--- src/rtl/sample_scheduler.sv ---
`default_nettype none
// ============================================================================
// Module   : sample_scheduler
// Purpose  : Paces samples out of the Streamer FIFO at a programmed rate and
//            hands them to the PWM/NCO datapath as a constant-cadence stream.
//            Start-up is held off until the FIFO reaches a prime level.
//            Underruns emit a fill sample and are counted for readback.
// Ports    : ipClk / ipReset            clock, async active-low reset
//            ipEnable, ipRateDiv,       run request, sample period - 1,
//            ipPrimeLevel               FIFO level needed to (re)start
//            ipFifoLevel, ipData,       FIFO occupancy, head sample, head valid
//            ipDataValid
//            opDataReady                pop strobe (combinational, tick cycle)
//            opSample, opSampleValid    registered sample and update pulse
//            opState                    0 IDLE, 1 PRIME, 2 RUN, 3 UNDERRUN
//            ipClearCount,              underrun counter clear / saturating
//            opUnderrunCount            underrun entry count
// Config   : SAMPLE_SCHED_HOLD_EN - fill sample repeats the last sample
//            instead of 0 (mid-scale).
// Revision : 1.0 - initial release
// ============================================================================
module sample_scheduler #(
    parameter int DATA_W = 16,
    parameter int DIV_W  = 16,
    parameter int LVL_W  = 10
) (
    input  logic              ipClk,
    input  logic              ipReset,
    input  logic              ipEnable,
    input  logic [DIV_W-1:0]  ipRateDiv,
    input  logic [LVL_W-1:0]  ipPrimeLevel,
    input  logic [LVL_W-1:0]  ipFifoLevel,
    input  logic [DATA_W-1:0] ipData,
    input  logic              ipDataValid,
    output logic              opDataReady,
    output logic [DATA_W-1:0] opSample,
    output logic              opSampleValid,
    output logic [1:0]        opState,
    input  logic              ipClearCount,
    output logic [15:0]       opUnderrunCount
);

    typedef enum logic [1:0] {
        ST_IDLE     = 2'd0,
        ST_PRIME    = 2'd1,
        ST_RUN      = 2'd2,
        ST_UNDERRUN = 2'd3
    } state_t;

    state_t            r_state;
    state_t            w_state_nxt;
    logic [DIV_W-1:0]  r_div;
    logic [DIV_W-1:0]  w_div_nxt;
    logic [DATA_W-1:0] r_sample;
    logic [DATA_W-1:0] w_sample_nxt;
    logic [DATA_W-1:0] w_fill;
    logic              r_valid;
    logic              w_valid_nxt;
    logic [15:0]       r_ucount;
    logic              w_ready;
    logic              w_underrun;
    logic              w_tick;
    logic              w_primed;

    assign w_tick   = (r_div == '0);
    assign w_primed = (ipFifoLevel >= ipPrimeLevel);

`ifdef SAMPLE_SCHED_HOLD_EN
    assign w_fill = r_sample;
`else
    assign w_fill = '0;
`endif

    // State, divider and output sample registers
    always_ff @(posedge ipClk or negedge ipReset) begin
        if (!ipReset) begin
            r_state  <= ST_IDLE;
            r_div    <= '0;
            r_sample <= '0;
            r_valid  <= 1'b0;
        end else begin
            r_state  <= w_state_nxt;
            r_div    <= w_div_nxt;
            r_sample <= w_sample_nxt;
            r_valid  <= w_valid_nxt;
        end
    end

    // Next-state, divider and pop logic
    always_comb begin
        w_state_nxt  = r_state;
        w_div_nxt    = r_div;
        w_sample_nxt = r_sample;
        w_valid_nxt  = 1'b0;
        w_ready      = 1'b0;
        w_underrun   = 1'b0;

        if (!ipEnable) begin
            // Disable wins over a coincident tick: no pop, no pulse.
            w_state_nxt  = ST_IDLE;
            w_div_nxt    = '0;
            w_sample_nxt = '0;
        end else begin
            case (r_state)
                ST_IDLE: begin
                    w_div_nxt    = '0;
                    w_sample_nxt = '0;
                    w_state_nxt  = ST_PRIME;
                end
                ST_PRIME: begin
                    w_div_nxt = '0;
                    if (w_primed) begin
                        // Full period before the first tick after RUN entry.
                        w_div_nxt   = ipRateDiv;
                        w_state_nxt = ST_RUN;
                    end
                end
                ST_RUN: begin
                    w_div_nxt = w_tick ? ipRateDiv : r_div - 1'b1;
                    if (w_tick) begin
                        w_ready     = 1'b1;
                        w_valid_nxt = 1'b1;
                        if (ipDataValid) begin
                            w_sample_nxt = ipData;
                        end else begin
                            w_sample_nxt = w_fill;
                            w_underrun   = 1'b1;
                            w_state_nxt  = ST_UNDERRUN;
                        end
                    end
                end
                default: begin // ST_UNDERRUN: divider keeps the cadence
                    w_div_nxt = w_tick ? ipRateDiv : r_div - 1'b1;
                    if (w_tick) begin
                        w_valid_nxt = 1'b1;
                        if (w_primed && ipDataValid) begin
                            w_ready      = 1'b1;
                            w_sample_nxt = ipData;
                            w_state_nxt  = ST_RUN;
                        end else begin
                            w_sample_nxt = w_fill;
                        end
                    end
                end
            endcase
        end
    end

    // Underrun entry counter: saturating, clear has priority
    always_ff @(posedge ipClk or negedge ipReset) begin
        if (!ipReset) begin
            r_ucount <= '0;
        end else if (ipClearCount) begin
            r_ucount <= '0;
        end else if (w_underrun && (r_ucount != 16'hFFFF)) begin
            r_ucount <= r_ucount + 16'd1;
        end
    end

    assign opDataReady     = w_ready;
    assign opSample        = r_sample;
    assign opSampleValid   = r_valid;
    assign opState         = r_state;
    assign opUnderrunCount = r_ucount;

endmodule
`default_nettype wire

--- config.mk ---
export PLATFORM = sky130hd
export DESIGN_NAME = sample_scheduler
export DESIGN_NICKNAME = d
export VERILOG_FILES = /design/src/rtl/sample_scheduler.sv
export SDC_FILE = /design/constraint.sdc
export NUM_CORES = 1
export LEC_CHECK = 0
export ABC_AREA = 1
export BUFFER_PORTS_ARGS = -buffer_cell sky130_fd_sc_hd__clkbuf_2
export CORE_ASPECT_RATIO = 1.2
export CORE_MARGIN = 1
export CORE_UTILIZATION = 54
export DETAILED_ROUTE_END_ITERATION = 12
export PLACE_DENSITY = 0.82
export SYNTH_ARGS = -nofsm -noshare
export SYNTH_HDL_FRONTEND = slang
export SYNTH_SLANG_ARGS = --single-unit
--- constraint.sdc ---
create_clock -name ipClk -period 2.05 [get_ports ipClk]
set_clock_uncertainty 0.05 [all_clocks]
set_input_delay 0.3075 -clock ipClk [delete_from_list [all_inputs] [get_ports ipClk]]
set_output_delay 0.3075 -clock ipClk [all_outputs]
set_load 0.03 [all_outputs]
==> impl_metrics.yaml <==
logic_synthesis:
  ys_seq_elements: 51
  synth_seq_area_share_pct: 34.7
  synth_top_area_share_pct: 34.7
  syn-num-nets: 609
  netlist_area_sq_um: 3680
  synth_area_leader_cell: "dfrtp_1"
  synth_area_leaders: "dfrtp_1 35%, nand2_1 20%, nand3_1 8.3%, nor2_1 6.7%, ha_1 5.8%"
  synthesis.instances: 535
  avgSynthCellArea_sq_um: 6.88
  yosysWarnings: 0
  yosysUniqueCellTypes: 32
critical_path:
  crit_family: "simple AND/OR/NAND/NOR gates"
  crit_path_frequent_cell: "nor2_2"
  r2r_start: "r_div[4]"
  timing.rr.end: "opUnderrunCount[5]"
  cp_max_fo: 3
  crit_path_max_incr_delay_ns: 0.43
  crit_slowest_cell: "dfrtp_1"
  critical_path_class: "reg2out"
  reg2regPathDepth: 10
  cp_cell_sequence: "nor2_2 > nand2_1 > nor2_2 > nand2_2 > nor2_2 > o21ai_1 > a21oi_1 > buf_4"
  crit_path_end_kind: "output port"
  crit_buf_inv: 1
  critPathLaunchType: "flip-flop"
  required_ns: 1.69
  crit_arrival_ns: 1.66
  r2r_setup_slack_ns: 0.09
clock_tree:
  cts_sinks: 51
  cts_tree: "built"
  cts_max_level: 2
  cts_inserted_buffers: 5
  path_clk_slew_ns: 0.09
  insertion_delay_ns: 0.30
  clockBufferDepth: 2
  cts_root_buf: "clkbuf_8"
floorplan:
  die_y_um: 92.5
  std_cell_rows: 32
  initial_utilization_pct: 56.4
  dieArea_sq_um: 7150
  die_x_um: 77.4
  io_pins: 93
  fp.coreArea_sq_um: 6530
finish:
  syn2layout_area_growth_pct: 21.6
  drive_gt1_share_pct: 25.7
  fillers: 572
  fin_cells: 728
  layout_commonest_cell: "nand2_1"
  mostFrequentLayoutCells: "192 x nand2_1, 91 x clkbuf_2, 64 x nor2_1"
  antennaDiodeCount: 0
  finalNetCount: 717
routing:
  drt_iter0_drc: 218
  wire_per_inst_um: 12.3
  routed_wl_mm: 8.95
  first_pass_iters: 4
  ant_nets: 0
  vias: 3799
  via_per_inst: 5.22
  drc: 0
power_and_ir_drop:
  clockPowerShare_pct: 11.5
  p_leak_nw: 2.60
  p_total_mw: 5.94
  power.net_switching_mw: 2.91
  vdd_ir_drop_max_mv: 0.798
  pwr-share-seq_pct: 24.4
  swShare_pct: 49.1
  p_int_mw: 3.02
  powerDensity_nw_per_um2: 1330
  power_frac_comb_pct: 64.1
timing:
  setup-tns-final_ns: 0
  grt_setup_unrepaired: "yes"
  relSlewSlack_pct: 58.3
  finalSetupViolCount: 0
  final-hold-violation-count: 0
  fmax_ghz: 0.496
  fin_crit_ns: 2.02
  drv_slew: 0
  finalCritPeriodShare_pct: 98.3
  worst_pin_slew_ns: 0.625
worst_hold_path:
  min-delay-start: "ipData[15]"
  hold_end: "opSample[15]"
  hp-class: "in2reg"
  whs_path_depth: 3
global_route:
  grt_pass1_wl_mm: 15.2
  grt_usage_pct: 26.1
  grt_pass1_vias: 3640
  grt_start_max_net_pins: 30
  antenna_found_initial: 0
  grt_overflow: 0
placed_design:
  hpwl_mm: 6.86
  place_inst: 710
  io_buffers: 92
  finalWeightedCongestion: 0.953
flow_run:
  maxCapViolCount: 0
status:
  outcome: "complete, no violations"
-- worst min-delay path: cells and delay by family --
| family | cells | cell delay [ns] |
|---|---|---|
| simple gates | 2 | 0.10 |
| buf+inv | 1 | 0.08 |
-- area by class of cell --
| type | instances | area [sq um] | area share, % |
|---|---|---|---|
| tap | 85 | 106 | 2.37 |
| clock buffer | 5 | 68.8 | 1.54 |
| sequential | 51 | 1280 | 28.6 |
| inverter | 47 | 176 | 3.94 |
| multi-input combinational | 421 | 2140 | 47.9 |
| clock inverter | 2 | 37.5 | 0.838 |
| timing repair buffer | 117 | 666 | 14.9 |
-- metrics by stage --
step                      instance area, sq um  hold slack, ns  util, %  worst slack [ns]
after floorplan                           3680         -0.0381        -             0.123
after CTS                                 4420           0.169     67.7          0.000369
after global placement                    4260           0.299     65.3             0.145
final                                     4480           0.170     68.6            0.0345
after detailed placement                  4260           0.307     65.3            0.0986
after global routing                      4480           0.169     68.6            -0.113
-- worst max path at each step --
stage                     from          end  cells after the start
2_1_floorplan  ipPrimeLevel[9]  opDataReady                      8
3_3_place_gp   ipPrimeLevel[9]  opDataReady                     10
3_5_place_dp   ipPrimeLevel[9]  opDataReady                     10
4_1_cts               r_div[0]  opDataReady                      9
5_1_grt               r_div[7]  opDataReady                      8
6_report              r_div[4]  opDataReady                      8
-- registers in the layout, summed over array words and instances, names as in the netlist --
name / cells
opState: 2
r_div: 16
opSampleValid: 1
opSample: 16
opUnderrunCount: 16
-- repair_timing --
action | CTS | global route
gates resized for setup | 5 | 8
endpoints found under the hold margin | 22 | 0
pin swaps | 2 | 7
setup buffers | 4 | 6
setup endpoints to repair | 1 | 1
hold buffers | 1 | 0
-- Yosys cell counts --
cell type and instances:
and2_1 1, buf_6 3, nor2_8 1, nor2_1 66, nor2_2 8, nand3_2 6, clkinv_1 1, nand2_2 6
nand3_1 61, or2_2 5, nor2_4 1, xnor2_1 4, ha_1 17, nand2_1 192, inv_1 46, o21bai_1 2
nand4_1 2, a21o_1 1, nor3b_2 1, xor2_1 18, clkbuf_1 9, nor3_2 1, nand2_4 2, o21ai_0 8
a21oi_1 6, buf_2 3, dfrtp_1 51, o21ai_2 3, nand3b_1 3, o211ai_1 1, buf_12 1, nor3_1 5
-- metal layers --
layer,GRT usage [%],vias up,share of wire (%)
li1,-,1888,-
met1,29.8,1766,39
met2,48.1,117,53
met3,3.84,28,5.0
met4,10.8,0,2.9
met5,0,-,0
-- cell families (layout without fill, tap and decap cells) --
logic type,count (synthesis),count (layout),synth area share (%)
buf+inv,63,171,7.58
compound gates,21,21,3.43
simple gates,361,361,43.3
fa+ha+maj,17,17,5.78
xor+xnor,22,22,5.23
flops,51,51,34.7
-- power groups by stage --
stage / clock network [mW] / logic [mW] / registers (mW)
finish: 0.684 / 3.80 / 1.45
global route: 0.737 / 4.30 / 1.48
CTS: 0.704 / 3.57 / 1.44
detailed placement: 0 / 3.45 / 1.46
global placement: 0 / 3.37 / 1.46
floorplan: 0 / 2.59 / 1.56
(Power assumes the default switching activity.)
